<file path="config.mk">
export PLATFORM = sky130hd
export DESIGN_NAME = rf_writeback_arbiter
export DESIGN_NICKNAME = d
export VERILOG_FILES = /design/src/rtl/rf_ctrl_pkg.sv /design/src/rtl/rf_init_sequencer.sv /design/src/rtl/rf_writeback_arbiter.sv
export SDC_FILE = /design/constraint.sdc
export NUM_CORES = 1
export LEC_CHECK = 0
export ABC_AREA = 1
export BUFFER_PORTS_ARGS = -buffer_cell sky130_fd_sc_hd__buf_2
export CAP_MARGIN = 20
export CORE_ASPECT_RATIO = 0.75
export CORE_MARGIN = 3
export CORE_UTILIZATION = 44
export CTS_BUF_LIST = sky130_fd_sc_hd__clkbuf_8
export DETAILED_ROUTE_END_ITERATION = 16
export GPL_ROUTABILITY_DRIVEN = 0
export PLACE_DENSITY = 0.89
export SETUP_SLACK_MARGIN = 0.5
export SLEW_MARGIN = 20
export SYNTH_ARGS = -nofsm -noshare
export SYNTH_HDL_FRONTEND = slang
export SYNTH_SLANG_ARGS = --single-unit
</file>
<file path="constraint.sdc">
create_clock -name clk -period 1.3 [get_ports clk]
set_input_delay 0.325 -clock clk [delete_from_list [all_inputs] [get_ports clk]]
set_output_delay 0.325 -clock clk [all_outputs]
set_load 0.005 [all_outputs]
</file>
<file path="src/rtl/rf_ctrl_pkg.sv">
// Shared types and constants for the register-file write-port control slice.
// Optional feature macro: RF_ZERO_GUARD_EN (suppresses RUN-state writes to register 0).
package rf_ctrl_pkg;

  localparam int unsigned RF_ADDR_W = 5;
  localparam int unsigned RF_DATA_W = 32;

  typedef enum logic {
    INIT = 1'b0,
    RUN  = 1'b1
  } rf_state_e;

  localparam logic [1:0] GNT_NONE = 2'd0;
  localparam logic [1:0] GNT_REQ0 = 2'd1;
  localparam logic [1:0] GNT_REQ1 = 2'd2;

endpackage

</file>
<file path="src/rtl/rf_init_sequencer.sv">
// Post-reset initialisation counter: walks init_cnt over every register once,
// then moves to RUN and raises init_done on the edge that drives the last register.
module rf_init_sequencer
  import rf_ctrl_pkg::*;
#(
  parameter int unsigned NUM_REGS = 32,
  parameter int unsigned ADDR_W   = RF_ADDR_W
) (
  input  logic              clk,
  input  logic              reset,
  output rf_state_e         state,
  output logic [ADDR_W-1:0] init_cnt,
  output logic              init_done
);

  localparam logic [ADDR_W-1:0] LAST_ADDR = ADDR_W'(NUM_REGS - 1);

  rf_state_e         state_q, state_d;
  logic [ADDR_W-1:0] init_cnt_q, init_cnt_d;
  logic              init_done_q, init_done_d;

  // Next-state: advance the counter in INIT; leave INIT after the last register.
  always_comb begin
    state_d     = state_q;
    init_cnt_d  = init_cnt_q;
    init_done_d = init_done_q;
    if (state_q == INIT) begin
      init_cnt_d = init_cnt_q + 1'b1;
      if (init_cnt_q == LAST_ADDR) begin
        state_d     = RUN;
        init_done_d = 1'b1;
      end
    end
  end

  // State registers with asynchronous active-low reset.
  always_ff @(posedge clk or negedge reset) begin
    if (!reset) begin
      state_q     <= INIT;
      init_cnt_q  <= '0;
      init_done_q <= 1'b0;
    end else begin
      state_q     <= state_d;
      init_cnt_q  <= init_cnt_d;
      init_done_q <= init_done_d;
    end
  end

  assign state     = state_q;
  assign init_cnt  = init_cnt_q;
  assign init_done = init_done_q;

endmodule

</file>
<file path="src/rtl/rf_writeback_arbiter.sv">
// Register-file write-port owner: drives the init pass, then arbitrates between
// req0 (primary) and req1 (secondary, starvation-protected via wait_cnt).
// Optional feature macro: RF_ZERO_GUARD_EN (RUN-state writes to addr 0 are dropped).
module rf_writeback_arbiter
  import rf_ctrl_pkg::*;
#(
  parameter int unsigned NUM_REGS     = 32,
  parameter int unsigned ADDR_W       = RF_ADDR_W,
  parameter int unsigned DATA_W       = RF_DATA_W,
  parameter int unsigned STARVE_LIMIT = 4
) (
  input  logic              clk,
  input  logic              reset,
  input  logic              req0_valid,
  output logic              req0_ready,
  input  logic [ADDR_W-1:0] req0_addr,
  input  logic [DATA_W-1:0] req0_data,
  input  logic              req1_valid,
  output logic              req1_ready,
  input  logic [ADDR_W-1:0] req1_addr,
  input  logic [DATA_W-1:0] req1_data,
  output logic              rf_we,
  output logic [ADDR_W-1:0] rf_waddr,
  output logic [DATA_W-1:0] rf_wdata,
  output logic              init_done
);

  localparam logic [3:0] LIMIT = 4'(STARVE_LIMIT);

  rf_state_e         state;
  logic [ADDR_W-1:0] init_cnt;

  logic              force1;
  logic [1:0]        grant;
  logic [ADDR_W-1:0] sel_addr;
  logic [DATA_W-1:0] sel_data;

  logic [3:0]        wait_cnt_q, wait_cnt_d;
  logic              rf_we_q, rf_we_d;
  logic [ADDR_W-1:0] rf_waddr_q, rf_waddr_d;
  logic [DATA_W-1:0] rf_wdata_q, rf_wdata_d;

  rf_init_sequencer #(
    .NUM_REGS (NUM_REGS),
    .ADDR_W   (ADDR_W)
  ) u_init_seq (
    .clk       (clk),
    .reset     (reset),
    .state     (state),
    .init_cnt  (init_cnt),
    .init_done (init_done)
  );

  // Readies depend only on state, wait_cnt and req0_valid; the two grants are mutually exclusive.
  always_comb begin
    force1     = (wait_cnt_q == LIMIT);
    req0_ready = (state == RUN) && !force1;
    req1_ready = (state == RUN) && (force1 || !req0_valid);
    grant      = GNT_NONE;
    if (req0_valid && req0_ready)      grant = GNT_REQ0;
    else if (req1_valid && req1_ready) grant = GNT_REQ1;
    sel_addr = (grant == GNT_REQ1) ? req1_addr : req0_addr;
    sel_data = (grant == GNT_REQ1) ? req1_data : req0_data;
  end

  // Starvation counter: count denied req1 cycles, saturating at the limit.
  always_comb begin
    wait_cnt_d = '0;
    if ((state == RUN) && req1_valid && !req1_ready)
      wait_cnt_d = (wait_cnt_q == LIMIT) ? LIMIT : wait_cnt_q + 4'd1;
  end

  // Write-port next value: init pattern in INIT, granted request in RUN, else hold addr/data.
  always_comb begin
    rf_we_d    = 1'b0;
    rf_waddr_d = rf_waddr_q;
    rf_wdata_d = rf_wdata_q;
    if (state == INIT) begin
      rf_we_d    = 1'b1;
      rf_waddr_d = init_cnt;
      rf_wdata_d = DATA_W'(init_cnt);
    end else if (grant != GNT_NONE) begin
`ifdef RF_ZERO_GUARD_EN
      if (sel_addr != '0) begin
        rf_we_d    = 1'b1;
        rf_waddr_d = sel_addr;
        rf_wdata_d = sel_data;
      end
`else
      rf_we_d    = 1'b1;
      rf_waddr_d = sel_addr;
      rf_wdata_d = sel_data;
`endif
    end
  end

  // Output and arbitration registers with asynchronous active-low reset.
  always_ff @(posedge clk or negedge reset) begin
    if (!reset) begin
      wait_cnt_q <= '0;
      rf_we_q    <= 1'b0;
      rf_waddr_q <= '0;
      rf_wdata_q <= '0;
    end else begin
      wait_cnt_q <= wait_cnt_d;
      rf_we_q    <= rf_we_d;
      rf_waddr_q <= rf_waddr_d;
      rf_wdata_q <= rf_wdata_d;
    end
  end

  assign rf_we    = rf_we_q;
  assign rf_waddr = rf_waddr_q;
  assign rf_wdata = rf_wdata_q;

endmodule

</file>
==> flow_summary.toml, run 1 <==
[run_status]
status = "complete, but fails checks"
failed_checks = "negative setup slack"

[sta]
max_slew.worst_pin.slew_ns = 0.270
final_hold_viol_count = 0
timing.final.crit_share_pct = 134
report.final.slew_viol_count = 0
fin_worst_skew_ns = 0.0129
fmax_ghz = 0.572
finalSetupViolations = 40
fin_crit_ns = 1.75
tns_ns = -15.01
slew-limit-headroom_pct = 82.0
setup_ws_ns = -0.448
rsz0062_at_grt = "yes"

[floorplanning]
fp.dieW_um = 94.5
dieHeight_um = 72.4
start_util_pct = 47.0
coreArea_um2 = 5500
io_pins = 119
row_count = 23
fp.dieArea_um2 = 6840

[cts]
clock_latency_ns = 0.30
cts_root_buffer = "clkbuf_8"
htree_levels = 2
cts_made_buffers = 5
clock-sinks = 49
cts_tree = "built"
clkTransAtPathRegs_ns = 0.09
cts_max_path_buffers = 2

[placement]
hpwl_um = 4720
dp_slack_ns = -0.216
portBuffers = 118

[pwr]
combPwrFrac_pct = 28.9
ir_drop_mv = 0.565
p_int_w = 0.00264
power_frac_seq_pct = 46.6
p_switching_w = 0.00105
pwr_density_cell_nw_per_um2 = 835
p_clk_share_pct = 24.5
p_sw_share_pct = 28.5
leakage_nw = 2.44

[finish]
synthToLayoutAreaGrowth_pct = 71.3
diodes = 0
multiInputGateArea_um2 = 1330
layout.nets = 601
utilization_pct = 80.5
drive_gt1_share_pct = 54.1
fillCellCount = 324
regArea_um2 = 1230

[routing]
ant_nets = 0
route.vias.total = 2859
drt_iter0_markers = 91
drtPass1Iterations = 4
wl_um = 8630
vias_per_cell = 4.81
avgRoutedWirePerCell_um = 14.5
drc = 0

[setup_path]
critical_path_class = "flip-flop to flip-flop"
crit_buf_inv = 7
r2r_slack_ns = -0.45
crit_path_max_incr_delay_ns = 0.40
required_ns = 1.53
crit_chain = "inv_2, ha_4, nand3_4, nand2_4, buf_12, buf_6, buf_6, nand3_4, inv_6, buf_12, buf_16, nand2_1, o21ai_1"
startpoint_type = "flip-flop"
arrival_ns = 1.97
cpMaxStageDelayCell = "dfrtp_1"
cp_top_family = "buffers and inverters"
end_kind = "flip-flop"
cp_max_fo = 7

[logic_synthesis]
ys_ff_latch = 49
yosys-top-cells-area = "dfrtp_1 (47%), nand2_1 (12%), inv_1 (9.3%)"
synth_area_per_cell_um2 = 7.71
yosysWarnings = 0
async_flop_share_pct = 100
synthesis.nets = 417
yosysTopAreaCellShare_pct = 47.5
synth.cell_area_um2 = 2580
postSynthCellCount = 335
yosysUniqueCellTypes = 24
synth_area_leader_cell = "dfrtp_1"
synth_edf_count = 0
ys.flop_type = "dfrtp_1"
ys_seq_area_share_pct = 47.5

[flow_run]
max_cap_viol_count = 0

[grt]
grt_antenna_before_repair = 0
overflow = 0
grt_max_degree = 50
grt_pass1_wl_um = 12100
grt_pass1_vias = 2668
track_usage_pct = 22.6

[min_path]
hp-class = "primary input to asynchronous set/reset pin"
power groups by stage:
| stage | clock network, W | logic, W | registers, W |
|---|---|---|---|
| after global routing | 0.000988 | 0.00116 | 0.00173 |
| final | 0.000907 | 0.00107 | 0.00172 |
| after global placement | 0 | 0.000659 | 0.00174 |
| after floorplan | 0 | 0.000306 | 0.00176 |
| after detailed placement | 0 | 0.000679 | 0.00175 |
| after CTS | 0.000919 | 0.000890 | 0.00171 |
through the flow:
stage | hold WS (ns) | instances | power [W] | cell area, um2
floorplan | 0.0294 | 335 | 0.00206 | 2660
global placement | 0.328 | 533 | 0.00240 | 3440
detailed placement | 0.335 | 533 | 0.00243 | 3440
CTS | 0.0132 | 572 | 0.00352 | 4040
global route | 0.0112 | 594 | 0.00388 | 4430
finish | 0.00383 | 594 | 0.00370 | 4430
layout make-up:
type                       instances  share of cell area, %
sequential                        49                   27.7
clock inverter                     1                  0.170
inverter                          66                   5.94
multi-input combinational        204                   30.0
clock buffer                       6                   1.87
timing repair buffer             193                   32.2
tap                               75                   2.12
synthesized netlist by cell type, types with 2 or more instances:
| cell | count |
|---|---|
| a21oi_1 | 11 |
| buf_2 | 4 |
| buf_4 | 2 |
| buf_6 | 7 |
| clkbuf_2 | 2 |
| dfrtp_1 | 49 |
| ha_1 | 4 |
| inv_1 | 64 |
| nand2_1 | 81 |
| nand2_2 | 5 |
| nand3_1 | 23 |
| nor2_1 | 16 |
| o21ai_0 | 21 |
| o21ai_1 | 33 |
| xnor2_1 | 3 |
| xor2_1 | 2 |
logic make-up (layout without fill, tap and decap cells):
kind of cell	after synthesis	after routing	synth area share [%]
buf+inv	82	266	14.5
xor+xnor	5	5	1.70
simple gates	129	129	21.5
flops	49	49	47.5
compound gates	66	66	12.9
fa+ha+maj	4	4	1.94
cell usage in the layout, fill, tap and decap left out:
cell,n
nand3_2,3
nand3_1,20
inv_2,6
buf_2,118
bufbuf_16,1
buf_6,12
inv_4,2
a21oi_2,11
inv_6,1
inv_1,56
nand2_4,13
or2_4,1
buf_4,48
nand2_1,57
clkinvlp_4,1
a21o_1,1
ha_4,4
nor2_2,6
xnor2_2,2
nand2_8,1
nand3_4,2
buf_16,4
clkbuf_8,6
buf_12,9
clkinv_4,1
nand2_2,16
o21ai_2,6
dfrtp_1,49
nor2_1,4
xor2_1,2
xnor2_1,1
buf_8,1
nor2_4,6
o21ai_1,48
worst reg2reg max path, cell delays in order, from the launching register on:
cell and delay (ns):
dfrtp_1 0.40, inv_2 0.08, ha_4 0.14, nand3_4 0.07, nand2_4 0.09, buf_12 0.10, buf_6 0.08, buf_6 0.09
nand3_4 0.14, inv_6 0.14, buf_12 0.11, buf_16 0.12, nand2_1 0.06, o21ai_1 0.07
worst paths after layout:
check / startpoint / to / depth (start not counted)
min in group clk: req1_data[26] / rf_wdata[26]$_DFFE_PN0P_ / 3
max in group asynchronous: reset / rf_wdata[5]$_DFFE_PN0P_ / 2
worst max register to register: wait_cnt_q[0]$_DFF_PN0_ / rf_wdata[19]$_DFFE_PN0P_ / 13
worst min-delay path: reset / wait_cnt_q[0]$_DFF_PN0_ / 2
worst min register to register: rf_wdata[6]$_DFFE_PN0P_ / rf_wdata[6]$_DFFE_PN0P_ / 2
worst max-delay path: wait_cnt_q[0]$_DFF_PN0_ / rf_wdata[19]$_DFFE_PN0P_ / 13
repair_timing:
action	in CTS	in global routing
hold buffers	0	0
gates cloned	5	0
setup buffers	27	22
setup endpoints to repair	90	90
pin swaps	15	19
gates resized for setup	49	57
per-layer routing:
metal  share of wire [%]  vias up  track usage (%)
met2                  54      113             40.9
met5                   0        -                0
met1                  39     1330             26.8
met3                 5.9       10             4.97
met4                 1.1        0             7.36
li1                    -     1406                -
flip-flops by register name (all words and copies together), names as in the netlist:
register	cells
rf_wdata	32
u_init_seq.init_done	1
u_init_seq.init_cnt	5
rf_waddr	5
wait_cnt_q	4
u_init_seq.state	1
rf_we	1
Power figures use the tool's default switching activity.
==> run 2: changes to the inputs <==
SYNTH_HIERARCHICAL = 1   (was default)
==> flow_summary.toml, run 2 <==
[logic_synthesis]
ys_ff_latch = 49
synth_area_leader_cell = "dfrtp_1"
synth-xor-area-share_pct = 0.677
yosysUniqueCellTypes = 23
yosys-top-cells-area = "dfrtp_1 (47%), nand2_1 (13%), inv_1 (9.9%)"
synthTopCellsByCount = "nand2_1 (89), inv_1 (68), dfrtp_1 (49)"
ys.flop_type = "dfrtp_1"
synth_compound_area_share_pct = 13.1
async_flop_share_pct = 100
synth.cell_area_um2 = 2590
yosysTopAreaCellShare_pct = 47.4
synth_most_common_cell = "nand2_1"
synth_edf_count = 0
synth_mux_area_share_pct = 0
postSynthCellCount = 344
synthSimpleGateAreaFrac_pct = 22.5
synth-adder-area-share_pct = 1.93
synth_top_family_by_area = "simple AND/OR/NAND/NOR gates"
ys_seq_area_share_pct = 47.4
synthesis.nets = 426
synth_area_per_cell_um2 = 7.52
yosysWarnings = 6

[sta]
fmax_ghz = 0.580
report.final.slew_viol_count = 0
fin_crit_ns = 1.72
hold_slack_ns = -0.0185
finalSetupViolations = 41
final_hold_viol_count = 6
slew-limit-headroom_pct = 81.7
fin_worst_skew_ns = 0.0107
max_slew.worst_pin.slew_ns = 0.274
setup_ws_ns = -0.425
timing.final.crit_share_pct = 133
rsz0062_at_grt = "yes"

[routing]
drc = 0
wl_um = 11400
avgRoutedWirePerCell_um = 18.6
ant_nets = 0
drt_iter0_markers = 357
vias_per_cell = 5.53
route.vias.total = 3404
drtPass1Iterations = 5

[finish]
layout_commonest_cell = "buf_2"
fillCellCount = 258
stdcell_count = 615
mostFrequentLayoutCells = "buf_2 (117), inv_1 (57), nand2_1 (54), buf_4 (51), dfrtp_1 (48)"
largest_reg_flops = 32
layout.nets = 621
synthToLayoutAreaGrowth_pct = 81.0
drive_gt1_share_pct = 59.4
utilization_pct = 84.8
diodes = 0

[placement]
hpwl_um = 4850
portBuffers = 118
dp_slack_ns = -0.213
dp.cells = 541

[pwr]
pwr_density_cell_nw_per_um2 = 821
ir_drop_mv = 0.591
leakage_nw = 2.57

[floorplanning]
row_count = 23
start_util_pct = 46.8
coreArea_um2 = 5530
fp.dieArea_um2 = 6850
dieHeight_um = 72.4
fp.dieW_um = 94.6
io_pins = 119

[cts]
clock_latency_ns = 0.31
clkTransAtPathRegs_ns = 0.10
cts_hold_buf = 0
cts_root_buffer = "clkbuf_8"
htree_levels = 2
clock-sinks = 49
cts_tree = "built"
cts_made_buffers = 5
cts_max_path_buffers = 2

[setup_path]
startpoint_type = "flip-flop"
cp_max_fo = 6
crit_path_max_incr_delay_ns = 0.40
cpMaxStageDelayCell = "dfrtp_1"
end_kind = "flip-flop"
critical_path_class = "flip-flop to flip-flop"
crit_chain = "inv_2, ha_4, nand3_4, nand2_4, buf_6, buf_12, nand3_4, inv_6, buf_12, clkbuf_16, nand2_1, o21ai_1"
arrival_ns = 1.95
required_ns = 1.52

[grt]
grt_max_degree = 50
overflow = 0
track_usage_pct = 24.0
grt_pass1_wl_um = 12700
grt_antenna_before_repair = 0
grt_pass1_vias = 2766

[run_status]
status = "complete, but fails checks"
failed_checks = "negative hold slack, negative setup slack"

[flow_run]
max_cap_viol_count = 0

[min_path]
hp-class = "primary input to asynchronous set/reset pin"
[run 2: timing repair]
item	CTS	global route
buffers inserted	34	18
gates cloned	5	9
resized for setup	76	58
pin swaps	22	9
setup endpoints to repair	90	90
[run 2: cell families after synthesis]
kind of cell    after synthesis
fa+ha+maj                     4
simple gates                136
compound gates               67
flops                        49
xor+xnor                      2
buf+inv                      86
[run 2: stage by stage]
step	area, um2	setup TNS, ns	hold slack, ns	total power [W]
finish	4680	-12.46	-0.0185	0.00385
CTS	4140	-12.09	0.00593	0.00353
detailed placement	3430	-5.61	0.332	0.00243
floorplan	2670	-4.20	0.0294	0.00206
global route	4680	-15.03	-0.00533	0.00398
global placement	3430	-4.02	0.328	0.00240
[run 2: worst paths after layout]
check                                    startpoint  depth (start not counted)  slack [ns]                    endpoint
min in group clk                      req1_data[28]                          3        0.28    rf_wdata[28]$_DFFE_PN0P_
max in group asynchronous                     reset                          2        1.07  u_init_seq/state$_DFF_PN0_
setup reg to reg            wait_cnt_q[1]$_DFF_PN0_                         12       -0.42    rf_wdata[21]$_DFFE_PN0P_
setup / recovery            wait_cnt_q[1]$_DFF_PN0_                         12       -0.42    rf_wdata[21]$_DFFE_PN0P_
hold / removal                                reset                          2       -0.02     rf_waddr[0]$_DFFE_PN0P_
hold reg to reg            rf_wdata[25]$_DFFE_PN0P_                          2        0.51    rf_wdata[25]$_DFFE_PN0P_
[run 2: final cells by class]
type                    instances  area, um2  area share (%)
multi-input cells             210       1380            29.4
clock inverters                 3       15.0           0.321
flip-flops and latches         49       1230            26.2
well taps                      75       93.8            2.00
clock buffers                   5       68.8            1.47
inverters                      70        280            5.98
repair buffers                203       1620            34.6
[run 2: worst max-delay path, delay by kind of cell, from the launching register on]
family | cells | cell delay [ns]
AO/OA/AOI/OAI | 1 | 0.11
buffers and inverters | 6 | 0.67
AND/OR/NAND/NOR | 4 | 0.32
flip-flops | 1 | 0.40
adder cells (fa/ha/maj) | 1 | 0.14
[run 2: where the power goes]
group	internal (W)	switching [W]	total, W
logic	0.000639	0.000573	0.00121
registers	0.00165	0.0000783	0.00173
clock network	0.000367	0.000537	0.000904
[run 2: layer usage]
layer  global-route usage, %  up-vias  routed length [um]
met5                       0        -                   0
met4                    8.48        0                 733
met1                    28.8     1603                4120
met3                    4.04       78                1030
met2                    43.7      274                5550
li1                        -     1449                   -
==> run 3: changes to the inputs <==
RECOVER_POWER = 25   (was default)
==> flow_summary.toml, run 3 (same netlist as run 2, synthesis figures left out) <==
[run_status]
status = "complete, but fails checks"
failed_checks = "negative setup slack"

[setup_path]
critical_path_class = "flip-flop to flip-flop"
required_ns = 1.52
startpoint_type = "flip-flop"
arrival_ns = 1.94
end_kind = "flip-flop"
cp_max_fo = 6
r2r_slack_ns = -0.42

[finish]
regArea_um2 = 1230
drive_gt1_share_pct = 59.4
fillCellCount = 260
multiInputGateArea_um2 = 1380
stdcell_count = 615
diodes = 0
synthToLayoutAreaGrowth_pct = 80.5
largest_reg_flops = 32
layout.nets = 621
layout_commonest_cell = "buf_2"
mostFrequentLayoutCells = "buf_2 (118), inv_1 (57), nand2_1 (54), buf_4 (51), dfrtp_1 (48)"

[cts]
cts_root_buffer = "clkbuf_8"
cts_max_path_buffers = 2
htree_levels = 2
cts_hold_buf = 0
clock_latency_ns = 0.30
cts_tree = "built"
cts_made_buffers = 5
clock-sinks = 49
clkTransAtPathRegs_ns = 0.09

[floorplanning]
io_pins = 119
fp.dieW_um = 94.6
dieHeight_um = 72.4
start_util_pct = 46.8
row_count = 23
fp.dieArea_um2 = 6850
coreArea_um2 = 5530

[sta]
fin_crit_ns = 1.72
setup_ws_ns = -0.417
final_hold_viol_count = 0
fmax_ghz = 0.582
slew-limit-headroom_pct = 26.5
max_slew.worst_pin.slew_ns = 1.10
rsz0062_at_grt = "yes"
report.final.slew_viol_count = 0
fin_worst_skew_ns = 0.00753
hold_slack_ns = 0.283
timing.final.crit_share_pct = 132
finalSetupViolations = 41

[placement]
hpwl_um = 4850
portBuffers = 118
dp.cells = 541

[routing]
avgRoutedWirePerCell_um = 18.6
drtPass1Iterations = 5
vias_per_cell = 5.45
route.vias.total = 3354
drc = 0
ant_nets = 0
wl_um = 11400
drt_iter0_markers = 346

[grt]
grt_pass1_wl_um = 12700
track_usage_pct = 24.0
grt_pass1_vias = 2766
grt_antenna_before_repair = 0
grt.busiest_layer = "met2"
use_met2_pct = 43.7
use_met1_pct = 28.8
overflow = 0
grt_max_degree = 50
use_met3_pct = 4.04

[pwr]
ir_drop_mv = 0.591
report.power.total_w = 0.00383
leakage_nw = 2.56
pwr_density_cell_nw_per_um2 = 821

[flow_run]
max_cap_viol_count = 0

[min_path]
hp-class = "primary input to flip-flop"
[run 3: cell counts in the layout (fill, tap and decap cells not counted)]
Identical to the previous run, type by type.
[run 3: power by group]
group / total (W) / switching (W) / internal, W
registers: 0.00173 / 0.0000788 / 0.00165
logic: 0.00121 / 0.000572 / 0.000634
clock network: 0.000898 / 0.000531 / 0.000367
[run 3: per-stage QoR]
stage               utilization (%)  setup WS (ns)  setup TNS [ns]  cell area (um2)
finish                         84.5         -0.417          -12.45             4670
global route                   84.5         -0.467          -15.03             4670
CTS                            75.0         -0.362          -12.09             4140
detailed placement             62.2         -0.213           -5.61             3430
global placement               62.2         -0.124           -4.02             3430
floorplan                         -         -0.121           -4.20             2670
[run 3: worst max-delay path, stage by stage (launching register included)]
cell	delay, ns
dfrtp_1	0.40
inv_2	0.08
ha_4	0.14
nand3_4	0.07
nand2_4	0.08
buf_6	0.11
buf_12	0.10
nand3_4	0.10
inv_6	0.13
buf_12	0.12
clkbuf_16	0.14
nand2_1	0.07
o21ai_1	0.11
[run 3: layout make-up]
| type | instances | share of cell area, % |
|---|---|---|
| clock buffer | 5 | 1.47 |
| clock inverter | 3 | 0.322 |
| inverter | 70 | 6.00 |
| multi-input combinational | 210 | 29.5 |
| sequential | 49 | 26.3 |
| tap | 75 | 2.01 |
| timing repair buffer | 203 | 34.4 |
[run 3: metal layers]
layer,share of wire [%],wire length [um]
met1,36,4120
met2,49,5550
met3,8.9,1020
met4,6.5,737
met5,0,0
[run 3: path summary, 6_finish.rpt]
kind | cells after the start | from | to
setup / recovery | 12 | wait_cnt_q[1]$_DFF_PN0_ | rf_wdata[21]$_DFFE_PN0P_
max in group asynchronous | 2 | reset | u_init_seq/state$_DFF_PN0_
hold / removal | 3 | req1_data[28] | rf_wdata[28]$_DFFE_PN0P_
min in group asynchronous | 2 | reset | rf_waddr[0]$_DFFE_PN0P_
setup reg to reg | 12 | wait_cnt_q[1]$_DFF_PN0_ | rf_wdata[21]$_DFFE_PN0P_
hold reg to reg | 2 | rf_wdata[25]$_DFFE_PN0P_ | rf_wdata[25]$_DFFE_PN0P_
[run 3: repair_timing]
action	CTS	global route
hold endpoints to repair	0	0
endpoints found under the setup margin	90	90
cloned	5	9
gates resized for setup	76	58
pin swaps	22	9
buffers inserted	34	18
